$ cat src/rtl/mem_port_arb_pkg.sv
// Shared types and defaults for the single-port memory arbiter.
package mem_port_arb_pkg;

  localparam int DEF_ADDR_W     = 16;
  localparam int DEF_DATA_W     = 32;
  localparam int DEF_MAX_STREAK = 4;

  typedef enum logic [1:0] {
    RSP_IDLE = 2'd0,
    RSP_IF   = 2'd1,
    RSP_MA   = 2'd2
  } rsp_e;

endpackage

$ cat src/rtl/mem_arb_fair.sv
// Fixed-priority MA-over-IF grant with a streak limiter so fetch cannot starve.
// Grants are combinational on requests; only the streak count is registered; no grant while in reset.
module mem_arb_fair
  import mem_port_arb_pkg::*;
#(
  parameter int MAX_STREAK = DEF_MAX_STREAK
) (
  input  logic clk,
  input  logic rst_n,
  input  logic if_req,
  input  logic ma_req,
  output logic if_gnt,
  output logic ma_gnt
);

  localparam int SW = $clog2(MAX_STREAK + 1);
  localparam logic [SW-1:0] STREAK_MAX = SW'(MAX_STREAK);

  logic [SW-1:0] streak_q;
  logic [SW-1:0] streak_d;
  logic          if_turn;

  always_comb begin
    if_turn  = (streak_q == STREAK_MAX);
    ma_gnt   = rst_n & ma_req & ~(if_req & if_turn);
    if_gnt   = rst_n & if_req & ~ma_gnt;
    streak_d = streak_q;
    // Only MA wins that actually make fetch wait count toward the streak.
    if (!if_req || if_gnt) begin
      streak_d = '0;
    end else if (ma_gnt && (streak_q != STREAK_MAX)) begin
      streak_d = streak_q + 1'b1;
    end
  end

  always_ff @(posedge clk or negedge rst_n) begin
    if (!rst_n) begin
      streak_q <= '0;
    end else begin
      streak_q <= streak_d;
    end
  end

endmodule

$ cat src/rtl/mem_port_arb.sv
// Shares one synchronous single-port memory between fetch (IF) and data (MA) requesters.
// Grant same cycle, read data one cycle later; requesters hold until granted, one grant per cycle.
module mem_port_arb
  import mem_port_arb_pkg::*;
#(
  parameter int ADDR_W     = DEF_ADDR_W,
  parameter int DATA_W     = DEF_DATA_W,
  parameter int MAX_STREAK = DEF_MAX_STREAK
) (
  input  logic              iw_clk,
  input  logic              iw_rst,
  input  logic              iw_if_req,
  input  logic [ADDR_W-1:0] iw_if_addr,
  output logic              ow_if_gnt,
  output logic              ow_if_rvalid,
  output logic [DATA_W-1:0] ow_if_rdata,
  input  logic              iw_ma_req,
  input  logic              iw_ma_we,
  input  logic [ADDR_W-1:0] iw_ma_addr,
  input  logic [DATA_W-1:0] iw_ma_wdata,
  output logic              ow_ma_gnt,
  output logic              ow_ma_rvalid,
  output logic [DATA_W-1:0] ow_ma_rdata,
  input  logic              iw_flush,
  output logic              ow_mem_we,
  output logic [ADDR_W-1:0] ow_mem_addr,
  output logic [DATA_W-1:0] ow_mem_wdata,
  input  logic [DATA_W-1:0] iw_mem_rdata
);

  rsp_e rsp_q;
  rsp_e rsp_d;
  logic flushed_q;
  logic flushed_d;

  mem_arb_fair #(
    .MAX_STREAK(MAX_STREAK)
  ) u_fair (
    .clk   (iw_clk),
    .rst_n (iw_rst),
    .if_req(iw_if_req),
    .ma_req(iw_ma_req),
    .if_gnt(ow_if_gnt),
    .ma_gnt(ow_ma_gnt)
  );

  always_comb begin
    ow_mem_we    = ow_ma_gnt & iw_ma_we;
    ow_mem_addr  = '0;
    ow_mem_wdata = '0;
    if (ow_ma_gnt) begin
      ow_mem_addr  = iw_ma_addr;
      ow_mem_wdata = iw_ma_wdata;
    end else if (ow_if_gnt) begin
      ow_mem_addr  = iw_if_addr;
    end

    rsp_d = RSP_IDLE;
    if (ow_if_gnt) begin
      rsp_d = RSP_IF;
    end else if (ow_ma_gnt && !iw_ma_we) begin
      rsp_d = RSP_MA;
    end

    // A fetch granted alongside the flush belongs to the new stream and stays unmasked.
    flushed_d = iw_flush & ~ow_if_gnt;

    ow_if_rvalid = (rsp_q == RSP_IF) & ~flushed_q & ~iw_flush;
    ow_ma_rvalid = (rsp_q == RSP_MA);
    ow_if_rdata  = ow_if_rvalid ? iw_mem_rdata : '0;
    ow_ma_rdata  = ow_ma_rvalid ? iw_mem_rdata : '0;
  end

  always_ff @(posedge iw_clk or negedge iw_rst) begin
    if (!iw_rst) begin
      rsp_q     <= RSP_IDLE;
      flushed_q <= 1'b0;
    end else begin
      rsp_q     <= rsp_d;
      flushed_q <= flushed_d;
    end
  end

endmodule

$ cat config.mk
export PLATFORM = sky130hd
export DESIGN_NAME = mem_port_arb
export DESIGN_NICKNAME = d
export VERILOG_FILES = /design/src/rtl/mem_port_arb_pkg.sv /design/src/rtl/mem_arb_fair.sv /design/src/rtl/mem_port_arb.sv
export SDC_FILE = /design/constraint.sdc
export NUM_CORES = 1
export LEC_CHECK = 0
export ABC_CLOCK_PERIOD_IN_PS = 2400
export BUFFER_PORTS_ARGS = -buffer_cell sky130_fd_sc_hd__buf_4
export CAP_MARGIN = 20
export CORE_AREA = 2 2 85 87
export CTS_CLUSTER_DIAMETER = 120
export DETAILED_ROUTE_END_ITERATION = 8
export DIE_AREA = 0 0 87 89
export PLACE_DENSITY_LB_ADDON = 0.12
export SYNTH_ARGS = -nofsm -noshare
export SYNTH_HDL_FRONTEND = slang
export SYNTH_SLANG_ARGS = --single-unit
$ cat constraint.sdc
create_clock -name iw_clk -period 2.4 [get_ports iw_clk]
set_input_delay 0.12 -clock iw_clk [delete_from_list [all_inputs] [get_ports iw_clk]]
set_output_delay 0.12 -clock iw_clk [all_outputs]
set_load 0.01 [all_outputs]
**Yosys cells after proc, flatten, opt, wreduce, memory -nomap -nowiden**

Cells that the tools add are included.

- Register bits: 6
- Latch bits: 0
- RAM bits: 0
- Memory bits (read-only): 0
- Bits of input ports: 102
- Output and inout bits: 117
- Word-level logic and storage cells: 37
- Memories: 0

- Add/sub/neg operators: 1
- Multiply operators: 0
- Div/mod/pow operators: 0
- $lt $le $gt $ge: 0
- Equality and inequality tests: 4
- Shift-type cells: 0
- Muxes and demuxes: 9
- Bitwise logic cells: 14
- Reduce and logical (&&, ||, !) cells: 6

Operator list:

| cell | number |
|---|---|
| $mux W32 | 3 |
| $mux W16 | 2 |
| $and A1 B1 Y1 | 9 |
| $mux W3 | 2 |
| $not A1 Y1 | 5 |
| $mux W2 | 2 |
| $add A3 B1 Y3 const B | 1 |
| $eq A3 B3 Y1 const B | 1 |
| $ne A3 B3 Y1 const B | 1 |
| $eq A2 B1 Y1 const B | 1 |
| $eq A2 B2 Y1 const B | 1 |
| $logic_and A1 B1 Y1 | 2 |
| $logic_not A1 Y1 | 2 |
| $reduce_bool A2 Y1 | 1 |
| $logic_or A1 B1 Y1 | 1 |

**Longest topological paths before layout**

Gate-level depths: netlist of run 1.

- Depth after elaboration: 8
- Gate-level depth with buffers: 6
- Gate-level depth less buffers: 5

**Cells and area by module**

A second synthesis of run 1 with hierarchy kept.

- Cell total of the unflattened synthesis: 158
- Area total of the unflattened synthesis: 1,167.4 µm²

By module, submodules not included:

| module | times used | cells an instance | area each (µm²) | sequential area each (µm²) |
|---|---|---|---|---|
| mem_port_arb | 1 | 135 | 949.7 | 75.1 |
| mem_arb_fair | 1 | 23 | 217.7 | 75.1 |

**Worst setup path after synthesis of run 1**

Ideal clock, no wire load.

- Kind: reg-to-output
- Start: register u_fair.streak_q[0]
- End: output port ow_mem_addr[10]
- Arrival: 1,405 ps
- Path slack: 875 ps
- Stages on the path, launching flop included: 7
- Path buffers: 1
- Cell sequence: dfrtp_1 > inv_1 > ha_1 > nand2_1 > a21oi_4 > buf_4 > a22o_1

- Longest elaborated chain between the ends: 8

Ends and longest elaborated chain:

| what | RTL line | text |
|---|---|---|
| start: declaration | mem_arb_fair.sv:19 | `logic [SW-1:0] streak_q;` |
| start signal: assignment | mem_arb_fair.sv:40 | `streak_q <= streak_d;` |
| $eq A3 B3 Y1 | mem_arb_fair.sv:24 | `if_turn = (streak_q == STREAK_MAX);` |
| $and A1 B1 Y1 | mem_arb_fair.sv:25 | `ma_gnt = rst_n & ma_req & ~(if_req & if_turn);` |
| $not A1 Y1 | mem_arb_fair.sv:25 |  |
| $and A1 B1 Y1 | mem_arb_fair.sv:25 |  |
| $not A1 Y1 | mem_arb_fair.sv:26 | `if_gnt = rst_n & if_req & ~ma_gnt;` |
| $and A1 B1 Y1 | mem_arb_fair.sv:26 |  |
| named net ow_if_gnt | mem_port_arb.sv:14 | `output logic ow_if_gnt,` |
| $mux W16 | mem_port_arb.sv:54 | `end else if (ow_if_gnt) begin` |
| $mux W16 | mem_port_arb.sv:51 | `if (ow_ma_gnt) begin` |
| end: declaration | mem_port_arb.sv:26 | `output logic [ADDR_W-1:0] ow_mem_addr,` |

The timed path passes the listed nets, and every way through them passes these cells.

**Final worst setup path of run 1**

- Start: register u_fair.streak_q[0]
- End: output port ow_mem_addr[12]

- Longest elaborated chain between the ends: 8

Ends and longest elaborated chain:

| what | RTL line |
|---|---|
| $eq A3 B3 Y1 * | mem_arb_fair.sv:24 |
| $and A1 B1 Y1 * | mem_arb_fair.sv:25 |
| $not A1 Y1 * | mem_arb_fair.sv:25 |
| $and A1 B1 Y1 * | mem_arb_fair.sv:25 |
| $not A1 Y1 | mem_arb_fair.sv:26 |
| $and A1 B1 Y1 | mem_arb_fair.sv:26 |
| $mux W16 | mem_port_arb.sv:54 |
| $mux W16 * | mem_port_arb.sv:51 |

Every way passes the cells marked *; elsewhere a longest branch is shown, timed or not.

==> summary.md, run 1 <==
| Metric | Value |
|---|---|
| Outcome | `complete, no violations` |
| Initial antenna violation count | `0` |
| DR DRC count | `0` |
| Hold Crit Class | `primary input to flop` |
| CP startpoint kind | `flop` |
| Final Critical Period | `2.00 ns` |
| Core ar. | `6720 um2` |
| Worst R2R End | `flushed_q$_DFF_PN0_` |
| Vias in the first global route | `1622` |
| Vias per inst | `4.06` |
| Cell variety after synth | `23` |
| Longest Clk Path Bufs | `2` |
| Worst Setup End Kind | `output port` |
| Fillers | `700` |
| Max-cap violations | `0` |
| Worst slew pin tran | `0.512 ns` |
| Clock transition at path regs | `0.04 ns` |
| Setup Buffers After CTS | `0` |
| Cell Pwr Density | `205 nW/um2` |
| Total GRT Usage | `12.1%` |
| R2R Setup Slk | `0.72 ns` |
| Register bit count reported by yosys | `6` |
| Total CTS buffers | `3` |
| Synth area leader | `and2_1` |
| Critical Path RT | `2.28 ns` |
| Critical path depth | `6` |
| Switching pwr | `0.167 mW` |
| Final hold vios | `0` |
| Skew final | `0.00226 ns` |
| Input/output buffers | `218` |
| Most common cell after layout, fill and taps aside | `buf_4` |
| RSZ-0062 raised after global routing | `no` |
| FF-to-FF Start | `u_fair.streak_q[0]$_DFFE_PN0P_` |
| # setup viols final | `0` |
| Layout Nets | `474` |
| Top cells by area, synth | `and2_1 (52%), dfrtp_1 (13%), a22o_1 (12%)` |
| Cell Area, Placed | `2850 um2` |
| TritonCTS clock tree | `done` |
| Initial DRC Count | `20` |
| Most frequent cells in the layout | `buf_4 (221), and2_1 (97), a22o_1 (16)` |
| Post-Synth XOR/XNOR Area | `0%` |
| Layout area overhead | `151%` |
| CP delay by family, top | `compound AO/OA/AOI/OAI gates` |
| Layout cell share with drive strength beyond 1 | `62.0%` |
| # IOs | `219` |
| Initial core utilization | `17.2%` |
| Critical-path cell list | `inv_1, ha_1, nand2_1, a21oi_4, a22o_1, buf_4` |
| Detailed Place HPWL | `4870 um` |
| Clock group share of total power | `24.5%` |
| Final GP Congestion | `0.798` |
| Synth Area in Simple Gates | `60.7%` |
| Synthesized Nets | `259` |
| Clock Tree Root | `clkbuf_8` |
| Internal | `0.428 mW` |
| Die Ht | `89 um` |
| # diodes | `0` |
| Compound-Gate Fraction of Synth Area | `17.7%` |
| Critical path data arrival time | `1.88 ns` |
| Crit share post-route | `83.2%` |
| CTS sink cnt | `6` |
| Design Power | `0.595 mW` |
| CP Capture Point | `ow_mem_addr[12]` |
| H-tree levels | `1` |
| Critical path's slowest cell | `a21oi_4` |
| Total number of vias | `1817` |
| Largest net degree at the start of global routing | `52` |
| Leakage | `1.63 nW` |
| Adder-cell share of the synthesized area | `2.16%` |
| Grt total ovfl | `0` |
| Max stage delay on crit path | `0.47 ns` |
| CP max FO | `19` |
| CP startpoint | `u_fair.streak_q[0]$_DFFE_PN0P_` |
| Post-Route WL | `5610 um` |
| Warnings from Yosys | `0` |
| Gate power share | `57.3%` |
| Synth Cell Area | `1160 um2` |
| Worst skew pair latency | `0.22 ns` |
| Critical path type | `flop to output port` |
| Die Footprint | `7740 um2` |
| Post-synthesis mux area share | `0%` |
| Mean Syn Cell Area | `7.46 um2` |
| FP Rows | `30` |
| Max Slew Vio Count | `0` |
| Final setup TNS | `0 ns` |
| Per-cell routed wire length | `12.5 um` |
| R2R cell count | `5` |
| Post-Synthesis Cells | `155` |
| Largest family of logic cells by synthesized area | `simple AND/OR/NAND/NOR gates` |
| DRT antenna net count | `0` |
| Hold slack | `0.0597 ns` |
| Reg power frac | `18.2%` |
| Peak supply drop | `0.130 mV` |
| Sw Share | `28.0%` |
| Buffers & Inverters on Critical Path | `2` |
| Post-synth top area share | `52.5%` |
| Global-route wire length before repair | `7580 um` |
| Max-slew headroom | `65.8%` |
| Die X | `87 um` |
| Post-synthesis sequential area ratio | `13.0%` |
| Max Clk Rate | `501 MHz` |
| 1st-pass router iterations | `3` |
| Final Cell Area | `2900 um2` |
## power by group through the flow
| stage | clock [mW] | sequential [mW] | combinational (mW) |
|---|---|---|---|
| final | 0.146 | 0.108 | 0.341 |
| after detailed placement | 0 | 0.110 | 0.344 |
| after floorplan | 0 | 0.109 | 0.112 |
| after global routing | 0.160 | 0.109 | 0.368 |
| after global placement | 0 | 0.109 | 0.343 |
| after CTS | 0.152 | 0.108 | 0.346 |
## cell type report
type	count	area (um2)	area share, %
Inverter	3	11.3	0.388
Multi-Input combinational cell	134	932	32.1
Sequential cell	6	150	5.17
Clock buffer	3	41.3	1.42
Timing Repair Buffer	222	1670	57.5
Tap cell	80	100	3.45
## how the worst min path moves through the flow
stage / from / endpoint / slack (ns) / cells past startpoint
floorplan: iw_rst / flushed_q$_DFF_PN0_ / -0.18 / 0
global placement: iw_rst / u_fair.streak_q[2]$_DFFE_PN0P_ / -0.04 / 1
detailed placement: iw_rst / u_fair.streak_q[2]$_DFFE_PN0P_ / -0.04 / 1
CTS: iw_ma_we / rsp_q[1]$_DFF_PN0_ / 0.06 / 2
global route: iw_ma_we / rsp_q[1]$_DFF_PN0_ / 0.06 / 2
finish: iw_ma_we / rsp_q[1]$_DFF_PN0_ / 0.06 / 2
## stage by stage
| stage | instances | setup slack (ns) | util (%) |
|---|---|---|---|
| after global routing | 448 | 0.255 | 43.2 |
| after floorplan | 155 | 0.875 | - |
| after CTS | 448 | 0.382 | 43.2 |
| final | 448 | 0.403 | 43.2 |
| after detailed placement | 444 | 0.624 | 42.5 |
| after global placement | 444 | 0.657 | 42.5 |
## logic make-up after synthesis
family / count (synthesis)
and+or+nand+nor: 110
AOI/OAI and AO/OA: 22
buffers and inverters: 15
DFF: 6
adders and majority gates: 2
## synthesized netlist by cell type
cell      number
a21boi_0       2
a22o_1        16
nor2_1         1
nand4b_1       1
and2_1        97
ha_1           2
clkbuf_1       4
nand2_2        1
buf_2          3
inv_1          3
o21a_1         1
nand4_1        1
nor2b_1        2
nand2_1        3
dfrtp_1        6
o21ai_0        1
and2b_1        1
clkbuf_2       2
a21oi_4        1
a31oi_4        1
nor3b_1        2
nor4b_4        1
buf_4          3
## metal layers
metal,global-route usage (%),part of all wire [%]
met1,11.6,33
met4,2.70,0.23
met3,3.69,13
met2,25.1,54
met5,0,0
## repair_timing
| item | in CTS | in global routing |
|---|---|---|
| endpoints found under the setup margin | 0 | 0 |
| endpoints found under the hold margin | 6 | 0 |
| hold buffers | 1 | 0 |
| gates resized for setup | 0 | 0 |
## flip-flops by register name, indices dropped and copies added, names as in the netlist
| signal | count |
|---|---|
| rsp_q | 2 |
| u_fair.streak_q | 3 |
| flushed_q | 1 |
Note: power is estimated with default switching activity, not from simulation.
==> run 2, diff against run 1 <==
Settings changed: ABC_AREA set to 1, ABC_CLOCK_PERIOD_IN_PS 2400 to 1800, CORE_AREA 2 2 85 87 to 2 2 84 86, DIE_AREA 0 0 87 89 to 0 0 86 88.
Clock period 2.4 ns to 1.8 ns, I/O delays scaled along.
==> run 2 against run 1 <==
  * Worst hold slack lost 0.028 ns
  * Non-clock buffer count fell by 1
  * Combinational power grew 50%
  * First-iteration DRC count grew 40%
  * Critical path type unchanged
  * Largest cell class unchanged
==> summary.md, run 2 <==
| Metric | Value |
|---|---|
| Outcome | `complete, no violations` |
| Max Clk Rate | `603 MHz` |
| Critical Path RT | `1.71 ns` |
| Critical path type | `flop to output port` |
| # IOs | `219` |
| Worst Setup End Kind | `output port` |
| Synth Flop Type | `dfrtp_1` |
| Initial DRC Count | `28` |
| Synthesized Nets | `374` |
| Initial antenna violation count | `0` |
| Final Critical Period | `1.66 ns` |
| CP max FO | `18` |
| Final Util | `46.0%` |
| RSZ-0062 raised after global routing | `no` |
| Detailed Place HPWL | `4970 um` |
| Clock transition at path regs | `0.04 ns` |
| Final Cell Area | `3060 um2` |
| Longest Clk Path Bufs | `2` |
| H-tree levels | `1` |
| Final setup TNS | `0 ns` |
| Largest register FFs | `3` |
| # setup viols final | `0` |
| Global-route wire length before repair | `8310 um` |
| Total number of vias | `2267` |
| Post-Synthesis Cells | `270` |
| Hold slack | `0.0321 ns` |
| Top Registers | `u_fair.streak_q x3, rsp_q x2, flushed_q x1` |
| Die Ht | `88 um` |
| Register bit count reported by yosys | `6` |
| Most common cell after layout, fill and taps aside | `buf_4` |
| DR DRC count | `0` |
| Post-synthesis sequential area ratio | `11.3%` |
| Initial core utilization | `20.1%` |
| Largest register by flop count | `u_fair.streak_q` |
| Hold Crit Class | `primary input to flop` |
| Critical path's slowest cell | `dfrtp_1` |
| Core ar. | `6640 um2` |
| Worst slew pin tran | `0.471 ns` |
| Max Slew Vio Count | `0` |
| Fillers | `697` |
| Input/output buffers | `218` |
| Top cells by area, synth | `nor2_1 (28%), inv_1 (21%), nand3_1 (13%)` |
| Cell variety after synth | `18` |
| # diodes | `0` |
| Crit share post-route | `92.1%` |
| Top cell by count, worst path | `nand2_8` |
| Synth area leader | `nor2_1` |
| FP Rows | `30` |
| Synth Cell Area | `1330 um2` |
| Grt total ovfl | `0` |
| Mean Syn Cell Area | `4.94 um2` |
| Critical path data arrival time | `1.57 ns` |
| R2R cell count | `7` |
| Leakage | `2.06 nW` |
| Layout area overhead | `129%` |
| Skew final | `0.00363 ns` |
| Post-synth EDFFs | `0` |
| CP startpoint kind | `flop` |
| Layout Nets | `588` |
| Largest net degree at the start of global routing | `36` |
| Worst Hold Depth | `2` |
| Hold path endpoint | `rsp_q[1]$_DFF_PN0_` |
| Most frequent cells in the layout | `buf_4 (219), nor2_1 (101), inv_1 (75)` |
| Worst skew pair latency | `0.22 ns` |
| Vias in the first global route | `1957` |
| Final hold vios | `0` |
| Max stage delay on crit path | `0.36 ns` |
| 1st-pass router iterations | `6` |
| Critical-path cell list | `inv_1, ha_1, nand2_2, inv_2, nand2_8, nand2_8, nor2_1, buf_4` |
| R2R Setup Slk | `0.48 ns` |
| Max-cap violations | `0` |
| Peak supply drop | `0.166 mV` |
| Setup Buffers After CTS | `0` |
| Post-synth top area share | `28.5%` |
| Die Footprint | `7570 um2` |
| Warnings from Yosys | `0` |
| Total GRT Usage | `13.1%` |
| Cell Pwr Density | `278 nW/um2` |
| Layout cell share with drive strength beyond 1 | `49.2%` |
| Worst R2R End | `flushed_q$_DFF_PN0_` |
| Post-Route WL | `5950 um` |
| Per-cell routed wire length | `10.6 um` |
| Max-slew headroom | `68.6%` |
| Commonest cells in the synthesized netlist | `nor2_1 (101), inv_1 (75), nand3_1 (35), nand2_1 (25)` |
| FFs w/ async S/R, synth | `100%` |
| Final GP Congestion | `0.797` |
| FF-to-FF Start | `u_fair.streak_q[0]$_DFFE_PN0P_` |
| Hold_sp | `iw_ma_we` |
| Cell Area, Placed | `2980 um2` |
| TritonCTS clock tree | `done` |
| Total CTS buffers | `3` |
| DRT antenna net count | `0` |
| CTS sink cnt | `6` |
| Vias per inst | `4.03` |
| Clock Tree Root | `clkbuf_8` |
| Most common cell in the synthesized netlist | `nor2_1` |
| Die X | `86 um` |
-- run 2: cell types whose count changed after synthesis, sizes merged, moves of 2 or more --
| cell | change |
|---|---|
| a22o | -16 |
| nand2 | +27 |
| clkbuf | -6 |
| nand3 | +36 |
| nor3b | -2 |
| nor2b | -2 |
| nor2 | +103 |
| inv | +74 |
| a21boi | -2 |
| and2 | -97 |
| buf | +7 |
-- run 2: worst max-delay path: cells and delay by family (launching register included) --
| kind | cells | cell delay (ns) |
|---|---|---|
| fa+ha+maj | 1 | 0.21 |
| buf+inv | 3 | 0.27 |
| flops | 1 | 0.36 |
| simple gates | 4 | 0.51 |
-- run 2: layer usage --
| metal | track usage [%] | vias up | part of all wire (%) |
|---|---|---|---|
| li1 | - | 1186 | - |
| met1 | 13.2 | 944 | 35 |
| met2 | 26.4 | 131 | 52 |
| met3 | 3.49 | 6 | 12 |
| met4 | 3.46 | 0 | 1.0 |
| met5 | 0 | - | 0 |
-- run 2: layout make-up --
| type | count | area [um2] | area share, % |
|---|---|---|---|
| Timing Repair Buffer | 221 | 1670 | 54.8 |
| Tap cell | 80 | 100 | 3.27 |
| Inverter | 78 | 299 | 9.78 |
| Sequential cell | 6 | 150 | 4.91 |
| Clock buffer | 3 | 41.3 | 1.35 |
| Multi-Input combinational cell | 174 | 792 | 25.9 |
-- run 2: cells by family (layout without fill, tap and decap cells) --
family / Yosys count / in the layout / share of synthesized area, %
and+or+nand+nor: 171 / 172 / 55.4
buffers and inverters: 91 / 302 / 31.5
DFF: 6 / 6 / 11.3
adders and majority gates: 2 / 2 / 1.88
-- run 2: worst max path at each step --
| stage | endpoint | slack (ns) | cells past startpoint | start |
|---|---|---|---|---|
| after floorplan | ow_mem_wdata[3] | 0.47 | 8 | u_fair.streak_q[0]$_DFFE_PN0P_ |
| after global placement | ow_mem_wdata[9] | 0.30 | 8 | u_fair.streak_q[0]$_DFFE_PN0P_ |
| after detailed placement | ow_mem_wdata[9] | 0.26 | 8 | u_fair.streak_q[0]$_DFFE_PN0P_ |
| after CTS | ow_mem_wdata[9] | 0.02 | 8 | u_fair.streak_q[0]$_DFFE_PN0P_ |
| after global routing | ow_mem_wdata[21] | 0.005 | 8 | u_fair.streak_q[0]$_DFFE_PN0P_ |
| final | ow_mem_wdata[9] | 0.14 | 8 | u_fair.streak_q[0]$_DFFE_PN0P_ |
-- run 2: metrics by stage --
stage	cells	total power, mW	setup WS, ns
2_1_floorplan	270	0.348	0.474
3_3_place_gp	557	0.652	0.301
3_5_place_dp	557	0.658	0.257
4_1_cts	561	0.862	0.0179
5_1_grt	562	0.915	0.00502
6_report	562	0.851	0.143
-- run 2: power breakdown --
part	internal, mW	total (mW)	switching [mW]
registers	0.141	0.144	0.00252
logic	0.288	0.512	0.224
clock network	0.143	0.195	0.0518
-- run 2: what timing repair did --
item	CTS	global route
resized for setup	0	2
setup endpoints to repair	0	34
hold endpoints to repair	6	0
hold buffers	1	0
